**src/rtl/madd_stream.sv**
```systemverilog
// Streaming signed matrix adder/subtractor: LANES elements per beat, one output
// register stage, row/matrix framing, per-matrix latched wrap/saturate and add/sub mode.
module madd_stream #(
  parameter int unsigned ADDER_NUM    = 128,
  parameter int unsigned DIMENTION    = 768,
  parameter int unsigned WIDTH_ADDEND = 8,
  parameter int unsigned WIDTH_SUM    = WIDTH_ADDEND,
  parameter int unsigned LANES        = 32
) (
  input  logic                          clk,
  input  logic                          rst_n,
  input  logic                          abort,
  input  logic                          cfg_sat,
  input  logic                          cfg_sub,
  input  logic                          in_valid,
  output logic                          in_ready,
  input  logic [LANES*WIDTH_ADDEND-1:0] addend1,
  input  logic [LANES*WIDTH_ADDEND-1:0] addend2,
  output logic                          out_valid,
  input  logic                          out_ready,
  output logic [LANES*WIDTH_SUM-1:0]    sum,
  output logic                          out_ovf,
  output logic                          out_last_row,
  output logic                          out_last,
  output logic                          busy
);

  localparam int unsigned BEATS_ROW = DIMENTION / LANES;
  localparam int unsigned CW        = (BEATS_ROW > 1) ? $clog2(BEATS_ROW) : 1;
  localparam int unsigned RW        = (ADDER_NUM > 1) ? $clog2(ADDER_NUM) : 1;
  localparam int unsigned WE        = WIDTH_ADDEND + 1;
  localparam int unsigned WS        = LANES * WIDTH_SUM;

  logic [CW-1:0]    r_col;
  logic [RW-1:0]    r_row;
  logic             r_sat;
  logic             r_sub;
  logic             r_out_valid;
  logic [WS-1:0]    r_sum;
  logic             r_ovf;
  logic             r_last_row;
  logic             r_last;
  logic             r_busy;

  logic             w_accept;
  logic             w_first;
  logic             w_sat;
  logic             w_sub;
  logic             w_col_last;
  logic             w_row_last;
  logic [WS-1:0]    w_sum;
  logic [LANES-1:0] w_lane_ovf;

  assign in_ready   = !rst_n || !r_out_valid || out_ready;
  assign w_accept   = in_valid && in_ready;
  assign w_first    = (r_col == '0) && (r_row == '0);
  assign w_col_last = (r_col == CW'(BEATS_ROW - 1));
  assign w_row_last = (r_row == RW'(ADDER_NUM - 1));

  // First beat of a matrix uses the live config; later beats use the latched copy.
  assign w_sat = w_first ? cfg_sat : r_sat;
  assign w_sub = w_first ? cfg_sub : r_sub;

  for (genvar k = 0; k < LANES; k++) begin : g_lane
    logic signed [WE-1:0] w_a;
    logic signed [WE-1:0] w_b;
    logic signed [WE-1:0] w_x;

    assign w_a = WE'($signed(addend1[k*WIDTH_ADDEND +: WIDTH_ADDEND]));
    assign w_b = WE'($signed(addend2[k*WIDTH_ADDEND +: WIDTH_ADDEND]));
    assign w_x = w_sub ? (w_a - w_b) : (w_a + w_b);

    if (WIDTH_SUM > WIDTH_ADDEND) begin : g_wide
      assign w_sum[k*WIDTH_SUM +: WIDTH_SUM] = WIDTH_SUM'(w_x);
      assign w_lane_ovf[k]                   = 1'b0;
    end else begin : g_narrow
      logic w_ov;
      // Exact result leaves the W-bit range when the two top bits disagree.
      assign w_ov          = w_x[WE-1] ^ w_x[WE-2];
      assign w_lane_ovf[k] = w_ov;
      assign w_sum[k*WIDTH_SUM +: WIDTH_SUM] = (w_ov && w_sat)
          ? {w_x[WE-1], {(WIDTH_ADDEND-1){~w_x[WE-1]}}}
          : w_x[WIDTH_ADDEND-1:0];
    end
  end

  // Output register, framing counters, mode latch and busy flag.
  always_ff @(posedge clk) begin
    if (!rst_n) begin
      r_col       <= '0;
      r_row       <= '0;
      r_sat       <= 1'b0;
      r_sub       <= 1'b0;
      r_out_valid <= 1'b0;
      r_sum       <= '0;
      r_ovf       <= 1'b0;
      r_last_row  <= 1'b0;
      r_last      <= 1'b0;
      r_busy      <= 1'b0;
    end else if (abort) begin
      r_col       <= '0;
      r_row       <= '0;
      r_busy      <= 1'b0;
      r_out_valid <= 1'b0;
    end else if (w_accept) begin
      r_out_valid <= 1'b1;
      r_sum       <= w_sum;
      r_ovf       <= |w_lane_ovf;
      r_last_row  <= w_col_last;
      r_last      <= w_col_last && w_row_last;
      r_busy      <= !(w_col_last && w_row_last);
      if (w_first) begin
        r_sat <= cfg_sat;
        r_sub <= cfg_sub;
      end
      if (w_col_last) begin
        r_col <= '0;
        r_row <= w_row_last ? '0 : r_row + RW'(1);
      end else begin
        r_col <= r_col + CW'(1);
      end
    end else if (out_ready) begin
      r_out_valid <= 1'b0;
    end
  end

  assign out_valid    = r_out_valid;
  assign sum          = r_sum;
  assign out_ovf      = r_ovf;
  assign out_last_row = r_last_row;
  assign out_last     = r_last;
  assign busy         = r_busy;

endmodule

```
**config.mk**
```make
export PLATFORM = sky130hd
export DESIGN_NAME = madd_stream
export DESIGN_NICKNAME = d
export VERILOG_FILES = /design/src/rtl/madd_stream.sv
export SDC_FILE = /design/constraint.sdc
export NUM_CORES = 1
export LEC_CHECK = 0
export CAP_MARGIN = 20
export CORE_AREA = 2 2 304 306
export DETAILED_ROUTE_END_ITERATION = 16
export DIE_AREA = 0 0 306 308
export GPL_TIMING_DRIVEN = 0
export PLACE_DENSITY = 0.56
export SYNTH_ARGS = -nofsm -noshare
export SYNTH_HDL_FRONTEND = slang
export SYNTH_SLANG_ARGS = --single-unit
```
**constraint.sdc**
```tcl
create_clock -name clk -period 4.5 [get_ports clk]
set_clock_uncertainty 0.1 [all_clocks]
set_input_delay 0.9 -clock clk [delete_from_list [all_inputs] [get_ports clk]]
set_output_delay 0.9 -clock clk [all_outputs]
set_load 0.02 [all_outputs]
```
=== Word-level counts from Yosys, hierarchy flattened ===
Index checks and enable logic that the tools add are counted.

* Register bits after elaboration: 275
* Bits of input ports: 519
* Output and inout port bits: 262

* $add $sub $neg: 66
* Eq/ne operators: 2
* Mux-type cells: 70
* Bitwise gates (word level): 66
* Reductions and logical operators: 47

{| class="wikitable"
|+ Operator list
! cell !! count
|-
| $add 8x8->9 || 32
|-
| $mux 9 || 32
|-
| $sub 8x8->9 || 32
|-
| $mux 8 || 32
|-
| $logic_and 1x1->1 || 35
|-
| $not 1->1 || 34
|-
| $reduce_or 32->1 || 1
|-
| $xor 1x1->1 || 32
|-
| $add 7x1->7 const B || 1
|-
| $eq 7x7->1 const B || 1
|-
| $logic_not 7->1 || 1
|-
| $mux 7 || 1
|-
| $add 5x1->5 const B || 1
|-
| $eq 5x5->1 const B || 1
|-
| $logic_not 5->1 || 1
|-
| $mux 5 || 1
|-
| $mux 1 || 4
|-
| $reduce_and 2->1 || 2
|-
| $logic_not 1->1 || 3
|-
| $logic_or 1x1->1 || 2
|-
| $reduce_bool 2->1 || 1
|-
| $reduce_or 2->1 || 1
|}

=== Depth between registers and ports, before layout ===
Gate-level depths: netlist (run 1).

* Word-level depth: 7
* Gate-level depth with buffers: 23
* Gate-level depth less buffers: 18

=== Worst setup path before layout (run 1) ===
Ideal clock, no wire load.

* Path type: input port to flip-flop
* Start: input cfg_sub
* End: register r_ovf (netlist: out_ovf)
* Library setup time: 121 ps
* Data arrival time: 4578 ps
* Required time: 4279 ps
* Slack: -300 ps
* Stages on the path: 18
* Path buffers: 4
* Path through: and4_1 > buf_2 > nor2_8 > buf_6 > clkbuf_1 > clkbuf_1 > a21oi_1 > fa_1 > a21o_1 > a21o_1 > a21o_1 > a21o_1 > a21o_1 > a21oi_1 > xnor2_4 > xor2_2 > and4_1 > a31oi_1

* Word-level cells in the longest chain between the ends: 4
* Elaborated cells on any way between the ends: 66
* Classes of those cells: 33 x mux; 32 x bitwise; 1 x reduce/logical

{| class="wikitable"
|+ Ends and longest elaborated chain
! item !! line !! RTL
|-
| from (decl) || 14 || <nowiki>input logic cfg_sub,</nowiki>
|-
| $mux 1 (*) || - ||
|-
| $mux 9 || 71 || <nowiki>assign w_x = w_sub ? (w_a - w_b) : (w_a + w_b);</nowiki>
|-
| $xor 1x1->1 || 79 || <nowiki>assign w_ov = w_x[WE-1] ^ w_x[WE-2];</nowiki>
|-
| $reduce_or 32->1 (*) || 108 || <nowiki>r_ovf <= |w_lane_ovf;</nowiki>
|-
| to (signal assigned) || 108 ||
|-
| to (decl) || 40 || <nowiki>logic r_ovf;</nowiki>
|}

Mark *: on every way between the ends. The rest lies on a longest branch, timed or not.
A chain may end at the register's enable or synchronous reset.

=== Worst setup path in the final report (run 1) ===
* Start: register r_row[2]
* End: register r_ovf (netlist: out_ovf)

* Word-level cells in the longest chain between the ends: 6
* Elaborated cells on any way between the ends: 68
* Classes of those cells: 33 x mux; 32 x bitwise; 3 x reduce/logical

{| class="wikitable"
|+ Ends and longest elaborated chain
! item !! line !! RTL
|-
| from (decl) || 35 || <nowiki>logic [RW-1:0] r_row;</nowiki>
|-
| from (signal assigned) || 118 || <nowiki>r_row <= w_row_last ? '0 : r_row + RW'(1);</nowiki>
|-
| $logic_not 7->1 (*) || 56 || <nowiki>assign w_first = (r_col == '0) && (r_row == '0);</nowiki>
|-
| $logic_and 1x1->1 (*) || 56 ||
|-
| $mux 1 (*) || - ||
|-
| $mux 9 || 71 ||
|-
| $xor 1x1->1 || 79 ||
|-
| $reduce_or 32->1 (*) || 108 ||
|}

Marks and branches as above.

==> summary.txt, run 1 <==
Yosys
  – Avg Cell Area, Syn: 7.682 sq um
  – Fraction of registers with async set/reset: 0
  – Part of the Yosys area used for sequential elements: 0.2094
  – Yosys warning count: 0
  – Synthesized area: 26290 sq um
  – Gate Count Post-Synth: 3422
  – Syn Nets: 4265
  – Top_reg_cell synth: dfxtp_1
  – FF+latch count, synth: 275
  – Synth cell types: 77
  – EDFF count, synth: 0

Global route
  – Initial antenna violation count: 18
  – First-pass GRT wire length: 189.2 mm
  – GRT Total Usage: 0.2715
  – Largest net degree at the start of global routing: 12
  – Vias in the first global route: 28330
  – GR Overflow Total: 0

Drt
  – Final ANT Viol Nets: 0
  – Post-Route WL: 136.0 mm
  – Drt drc: 0
  – Iteration-0 DRC Markers: 1690
  – Routed vias: 29610
  – Routed WL per cell: 23.90 um
  – Via density: 5.205
  – DR pass1 iterations: 5

Die
  – I/O pins: 781
  – Die Area: 94250 sq um
  – Initial Utilization: 0.2890
  – DIE WIDTH: 306 um
  – Site Rows: 111
  – Die span in y: 308 um
  – Core area: 90970 sq um

Layout
  – Final instance area: 41970 sq um
  – Nets: 5302
  – Area Overhead vs Synth: 59.66%
  – Layout cells sized above 1: 0.1783
  – Commonest non-fill, non-tap cell in the layout: clkdlybuf4s50_1
  – Fin util: 0.4614
  – Most frequent cells in the layout: 780 x clkdlybuf4s50_1, 303 x o21ai_0, 296 x a21oi_1

Timing
  – F_max: 0.2039 GHz
  – Slew @ Worst Pin: 1.154 ns
  – Setup_tns: -3.187 ns
  – Fin crit share: 1.090
  – Final setup vio count: 41
  – Final-report hold violation count: 0
  – Slew Limit Fails: 0
  – Final WS setup: -0.4048 ns
  – Max-slew headroom: 0.2305
  – RSZ-0062 raised after global routing: yes
  – Hold slack: 0.3571 ns
  – Tmin final: 4.905 ns

Clocking
  – Clk root buf: clkbuf_16
  – Clock latency on the worst-skew pair: 0.57 ns
  – Clock tree buffer depth: 3
  – Sink Count: 275
  – Worst-path clk slew: 0.06 ns
  – H-tree depth: 2
  – CTS hold repair buffers: 0
  – TritonCTS clock tree: yes
  – CTS buffer count: 40

Outcome
  – Failing checks: negative setup slack
  – Status: finished with violations

Place
  – Post-Place Cell Area: 35900 sq um
  – Final HPWL DP: 105.6 mm
  – Pre-CTS setup slack: -3.049 ns
  – RD Place Congestion: 0.9172
  – Port Buffers: 780

Pwr
  – Leak pwr: 0.01730 uW
  – VDD IR max: 0.2724 mV
  – Pwr dens: 356.0 nW/um^2

Setup path
  – Worst-path maximum fanout: 6
  – CP required: 4.85 ns
  – CP Class: flip-flop to flip-flop
  – Worst setup EP type: flip-flop
  – Worst path arrival time: 5.26 ns
  – CP startpoint kind: flip-flop

Worst hold path
  – Min-Delay Path Class: flip-flop to flip-flop

Run
  – Max Cap Viol: 0
## worst max-delay path, stage by stage (launching register included)
cell and delay (ns):
dfxtp_4 0.35, or4_4 0.55, o31a_4 0.34, nor2_8 0.16, buf_12 0.16, clkbuf_16 0.16, clkbuf_16 0.16, buf_12 0.11
o31ai_2 0.06, xor2_1 0.17, ha_2 0.21, or3_1 0.39, a311oi_4 0.37, o31a_1 0.28, o22a_1 0.18, o22ai_2 0.10
nor4_4 0.50, and4_4 0.34, a31oi_1 0.08
## final timing paths
check | start | to | slack (ns) | depth (start not counted)
max | r_row[2]$_SDFFE_PP0P_ | out_ovf$_SDFFE_PN0P_ | -0.40 | 18
min | sum[143]$_SDFFE_PN0P_ | sum[143]$_SDFFE_PN0P_ | 0.36 | 2
max reg2reg | r_row[2]$_SDFFE_PP0P_ | out_ovf$_SDFFE_PN0P_ | -0.40 | 18
min reg2reg | sum[143]$_SDFFE_PN0P_ | sum[143]$_SDFFE_PN0P_ | 0.36 | 2
## per-layer routing
| metal | track usage | vias to the layer above | wire (um) |
|---|---|---|---|
| li1 | - | 14260 | - |
| met1 | 0.3298 | 14160 | 55220 |
| met2 | 0.4774 | 969 | 66200 |
| met3 | 0.05758 | 207 | 9605 |
| met4 | 0.08386 | 6 | 4895 |
| met5 | 0 | - | 38 |
## report_power, final
part / switching [uW] / internal (uW) / leakage [uW]
clock network: 1350 / 2210 / 0.000704
registers: 138 / 2670 / 0.00227
logic: 4560 / 4020 / 0.0143
total: 6040 / 8900 / 0.0173
## metrics by stage
stage	cells	power, uW
6_report	5688	14940
5_1_grt	5687	15800
4_1_cts	5570	13950
3_5_place_dp	5404	9432
3_3_place_gp	5388	9386
2_1_floorplan	3422	6954
## synth_stat cells, drive strengths merged, types with 10 or more instances
cell type,number,share of area
o41ai,10,0.0033
nand3b,14,0.0040
nand2,216,0.031
a311oi,13,0.0043
nor3,82,0.016
o21ai,412,0.079
o21bai,25,0.0071
nand2b,59,0.014
a21o,52,0.015
xor2,236,0.079
or3,41,0.0098
nor2b,56,0.013
dfxtp,275,0.21
fa,32,0.024
or4,13,0.0039
nand3,82,0.016
o211ai,27,0.0077
mux2i,24,0.0091
o211a,22,0.0084
nand4,15,0.0036
o21a,12,0.0034
o31ai,46,0.013
or2,16,0.0038
xnor2,188,0.066
ha,292,0.14
nor2,223,0.032
and2,19,0.0045
a31oi,41,0.010
a31o,12,0.0040
a21oi,439,0.084
nor4,26,0.0062
and3,12,0.0029
clkbuf,113,0.016
inv,200,0.029
## sequential cells by signal, indices dropped and copies added (netlist names)
signal and flops:
out_last 1, r_col 5, out_last_row 1, r_sub 1, sum 256, r_row 7
out_valid 1, r_sat 1, busy 1, out_ovf 1
## cell type report
| class | instances | area, sq um |
|---|---|---|
| fill | 8942 | 49000 |
| multi-input combinational | 2824 | 21830 |
| timing repair buffer | 1005 | 10030 |
| sequential | 275 | 5518 |
| tap | 1186 | 1484 |
| clock buffer | 56 | 1172 |
| buffer | 112 | 880.8 |
| inverter | 201 | 754.5 |
| clock inverter | 14 | 256.5 |
| antenna | 15 | 37.54 |
## timing repair
item | CTS | global route
cloned | 2 | 0
setup buffers | 102 | 107
endpoints found under the setup margin | 258 | 244
pin swaps | 114 | 271
resized for setup | 323 | 407
## logic make-up (layout without fill, tap and decap cells)
kind of cell	Yosys count	in the layout	synth area share
and+or+nand+nor	894	894	0.1678
other	0	15	0
xor gates and xnor gates	429	429	0.1494
AOI/OAI and AO/OA	1152	1152	0.2532
muxes	25	25	0.009567
adders and majority gates	324	324	0.1634
buffers and inverters	323	1388	0.04722
DFF	275	275	0.2094
Note: power is estimated with default switching activity, not from simulation.
==> run 2, diff against run 1 <==
HOLD_SLACK_MARGIN = 0.1   (was unset)
==> results of run 2 <==
No change in the layout: final DEF, timing and power equal those of run 1.
